[config.mk]
export PLATFORM = sky130hd
export DESIGN_NAME = mem_responder
export DESIGN_NICKNAME = d
export VERILOG_FILES = /design/src/rtl/mem_responder.sv
export SDC_FILE = /design/constraint.sdc
export NUM_CORES = 1
export LEC_CHECK = 0
export ABC_AREA = 1
export CORE_MARGIN = 1
export CORE_UTILIZATION = 35
export CTS_BUF_LIST = sky130_fd_sc_hd__clkbuf_4 sky130_fd_sc_hd__clkbuf_8
export CTS_CLUSTER_DIAMETER = 30
export CTS_CLUSTER_SIZE = 28
export DETAILED_ROUTE_END_ITERATION = 10
export PLACE_DENSITY = 0.56
export SLEW_MARGIN = 20
export SYNTH_ARGS = -nofsm -noshare
export SYNTH_HDL_FRONTEND = slang
export SYNTH_SLANG_ARGS = --single-unit
[constraint.sdc]
create_clock -name clk -period 3.9 [get_ports clk]
set_input_delay 0.78 -clock clk [delete_from_list [all_inputs] [get_ports clk]]
set_output_delay 0.78 -clock clk [all_outputs]
set_load 0.02 [all_outputs]
[src/rtl/mem_responder.sv]
// Memory responder: CPU req/ack port with a configurable number of wait states,
// plus a sequential program-loader port that is active while the CPU is halted.
module mem_responder #(
  parameter int ADDR_W      = 4,
  parameter int DATA_W      = 8,
  parameter int WAIT_CYCLES = 1
) (
  input  logic              clk,
  input  logic              reset_n,
  input  logic              req,
  input  logic              we,
  input  logic [ADDR_W-1:0] addr,
  input  logic [DATA_W-1:0] wdata,
  output logic [DATA_W-1:0] rdata,
  output logic              ack,
  output logic              busy,
  input  logic              halt,
  input  logic              ld_valid,
  input  logic [DATA_W-1:0] ld_data,
  output logic              ld_ready,
  output logic              ld_done
);

  localparam int DEPTH = 2 ** ADDR_W;

  typedef enum logic [1:0] {ST_IDLE, ST_WAIT, ST_RESP} state_t;

  state_t            state, state_nxt;
  logic [3:0]        cnt;
  logic [ADDR_W-1:0] addr_q, ld_ptr;
  logic              we_q, halt_q;
  logic [DATA_W-1:0] wdata_q;
  logic [DATA_W-1:0] mem [DEPTH];

  logic              capture, enter_resp, ld_fire;
  logic [ADDR_W-1:0] xfer_addr;
  logic              xfer_we;
  logic [DATA_W-1:0] xfer_wdata;

  // NOTE: every signal driven here gets a default first so no latch is inferred.
  always_comb begin
    state_nxt = state;
    capture   = 1'b0;
    case (state)
      ST_IDLE: if (req) begin
        capture   = 1'b1;
        state_nxt = (WAIT_CYCLES == 0) ? ST_RESP : ST_WAIT;
      end
      ST_WAIT: if (cnt == 4'd0) state_nxt = ST_RESP;
      ST_RESP: state_nxt = ST_IDLE;
      default: state_nxt = ST_IDLE;
    endcase
    enter_resp = (state_nxt == ST_RESP) && (state != ST_RESP);
  end

  // With zero wait states the transfer happens on the capture edge itself,
  // so the live request fields must be used instead of the latched copies.
  assign xfer_addr  = (state == ST_IDLE) ? addr  : addr_q;
  assign xfer_we    = (state == ST_IDLE) ? we    : we_q;
  assign xfer_wdata = (state == ST_IDLE) ? wdata : wdata_q;

  assign ack      = (state == ST_RESP);
  assign busy     = (state != ST_IDLE);
  assign ld_ready = halt && (state == ST_IDLE) && !req && !ld_done;
  assign ld_fire  = ld_valid && ld_ready;

  // NOTE: sequential state uses non-blocking assignments only.
  always_ff @(posedge clk or negedge reset_n) begin
    if (!reset_n) state <= ST_IDLE;
    else          state <= state_nxt;
  end

  always_ff @(posedge clk or negedge reset_n) begin
    if (!reset_n) begin
      cnt     <= 4'd0;
      addr_q  <= '0;
      we_q    <= 1'b0;
      wdata_q <= '0;
      rdata   <= '0;
      halt_q  <= 1'b0;
      ld_ptr  <= '0;
      ld_done <= 1'b0;
    end else begin
      halt_q <= halt;
      if (capture) begin
        addr_q  <= addr;
        we_q    <= we;
        wdata_q <= wdata;
        cnt     <= 4'(WAIT_CYCLES - 1);
      end else if (state == ST_WAIT && cnt != 4'd0) begin
        cnt <= cnt - 4'd1;
      end
      if (enter_resp) rdata <= xfer_we ? xfer_wdata : mem[xfer_addr];
      // Releasing halt rearms the loader for a fresh image from address 0.
      if (halt_q && !halt) begin
        ld_ptr  <= '0;
        ld_done <= 1'b0;
      end else if (ld_fire) begin
        if (ld_ptr == ADDR_W'(DEPTH - 1)) begin
          ld_ptr  <= '0;
          ld_done <= 1'b1;
        end else begin
          ld_ptr <= ld_ptr + 1'b1;
        end
      end
    end
  end

  // NOTE: the array must read as zero after reset, so it is cleared in the reset branch.
  always_ff @(posedge clk or negedge reset_n) begin
    if (!reset_n) begin
      for (int i = 0; i < DEPTH; i++) mem[i] <= '0;
    end else if (enter_resp && xfer_we) begin
      mem[xfer_addr] <= xfer_wdata;
    end else if (ld_fire) begin
      mem[ld_ptr] <= ld_data;
    end
  end

endmodule

==> metrics.txt <==
startpoint types=input pin; HP Class=in2async; FF+latch area=4030 um2; power density over cell area=487 nW/um2; post-synth cell types=32; placed insts=1741; Critical Path Most Common Cell=clkdlybuf4s50_1; number of DRC markers in iteration 0=767; drt first pass iters=5; reg-to-reg endpoint=mem[16]; Final Hold Viols=0; die area=28100 um2; Post-DP HPWL=22.7 mm; WL/cell=18.7 um; Slew headroom=0.468; CTS max path bufs=2; most common cell after layout, fill and taps aside=nand2_1; pre-CTS setup slack=0.749 ns; post_cts resized=0; clock skew=0.0139 ns; flops & latches, synth=161; Top Ports=38; clk sinks=161; Leak=0.00526 uW; Worst setup EP type=primary output; WS Path Type=in2out; vias in the first global route=8923; CP Cell Sequence=clkdlybuf4s50_1 > inv_1 > nor4_4 > clkdlybuf4s50_1; share of layout cells above drive strength 1=0.0999; Synth async-reset ratio=1.00; TritonCTS clock tree=yes; post-synthesis sequential area ratio=0.419; mapped cell area=9600 um2; Tot GR Track Use=0.242; Max VDD drop=0.195 mV; clock-pin slew on the worst setup and hold paths=0.10 ns; RSZ-0062 raised after global routing=false; fin nets=1450; reg2reg path depth=10; htree depth=4; Initial Util=0.356; Post-CTS Hold Fix Bufs=0; Die Y-Extent=168 um; min Tclk post-route=3.00 ns; CTS buffer count=17; largest area contributor in the netlist=dfrtp_1; Diodes inserted=0; global-route wire length before repair=51.8 mm; Synth area leaders=dfrtp_1, nand2_1, nor2_1; drt total wl=33.1 mm; Slew Limit Fails=0; area of the multi-input gates=4920 um2; Core Region=27000 um2; Die X=168 um; Finished Layout Cells=1773; crit path max-delay cell type=clkdlybuf4s50_1; Syn Area/Cell=6.93 um2; port bufs=37; max frequency=334 MHz; Slew @ Worst Pin=0.796 ns; number of vias per cell=5.28; Remaining DRCs=0; TNS Setup=0 ns; Overall Power=5250 uW; crit-path max FO=2; worst r2r src=state[0]; cells after synthesis=1386; GRT overflow=0; total of max-cap violations=0; CTS root buffer=clkbuf_8; Vias=9360; Worst R2R Setup Slack=1.17 ns; highest-count cells in the layout ignoring fill and taps=nand2_1, nor2_1, dfrtp_1; initial antenna violation count=0; top-area cell type share of the netlist area=0.419; syn nets=1417; Synthesis Warnings=0; Post-synth top flop=dfrtp_1; final worst path period share=0.768; standard-cell rows=60; synth-to-layout area growth=12.2%; Skew-Pair Late Insertion Delay=0.48 ns; Worst EP required=3.12 ns; final setup violation count=0; hold slack=0.318 ns; DRT antenna net count=0; largest net degree at the start of global routing=72; number of synthesized flops with an enable pin=0; Worst Path Arrival=2.22 ns; status=complete, no violations; slowest stage delay, CP=0.65 ns; postcts setup bufs=0; Routability Congestion=0.889; # fillers=2840; Setup WS post-layout=0.904 ns
## synthesized netlist by cell type (7+ instances only)
cell type  count
o22ai_1       81
nand3_1       72
nor2_2        11
clkinv_1       8
nor2_1       185
o21ai_1       50
inv_1         78
o21ai_2       13
nand2_2       13
a21oi_1       51
buf_2         24
nor2_4         7
o21ai_0       66
inv_2         17
clkbuf_1      22
nand2_1      488
dfrtp_1      161
## sequential cells by signal, summed over array words and instances (netlist names)
signal	cells
state	2
rdata	8
addr_q	4
ld_done	1
ld_ptr	4
halt_q	1
we_q	1
wdata_q	8
cnt	4
mem	128
## where the power goes
group / internal (uW) / total (uW) / switching [uW]
sequential: 2020 / 2230 / 211
clock: 521 / 1250 / 728
combinational: 560 / 1770 / 1210
total: 3100 / 5250 / 2140
## worst max path at each step
stage,from,to,slack (ns),depth (start not counted)
finish,halt,ld_ready,0.90,4
global route,halt,ld_ready,0.84,4
CTS,halt,ld_ready,0.89,4
detailed placement,we,mem[11],0.75,8
global placement,we,mem[11],0.75,8
floorplan,halt,mem[93],1.61,9
## cell families after synthesis
| family | after synthesis | synth area share |
|---|---|---|
| AND/OR/NAND/NOR | 791 | 0.340 |
| AO/OA/AOI/OAI | 271 | 0.166 |
| adder cells (fa/ha/maj) | 5 | 0.00651 |
| buffers and inverters | 158 | 0.0680 |
| flip-flops | 161 | 0.419 |
## cell type report
type	count	area share
flip-flops and latches	161	0.374
repair buffers	69	0.0579
well taps	341	0.0396
clock inverters	15	0.0143
inverters	103	0.0359
clock buffers	17	0.0217
multi-input cells	1067	0.457
## metal layers
metal / global-route usage / wire, um / vias up
li1: - / - / 4546
met2: 0.377 / 14700 / 374
met1: 0.333 / 14700 / 4367
met5: 0 / 0 / -
met4: 0.0985 / 1180 / 0
met3: 0.0423 / 2540 / 73
## per-stage QoR
step            util  cell area, um2
3_3_place_gp   0.385           10400
5_1_grt        0.400           10800
4_1_cts        0.400           10800
2_1_floorplan      -            9600
6_report       0.400           10800
3_5_place_dp   0.385           10400
## critical path: cells and delay by family
kind / cells / cell delay, ns
buffers and inverters: 3 / 1.20
and+or+nand+nor: 1 / 0.24
No activity file was read; power rests on OpenSTA's default activity.
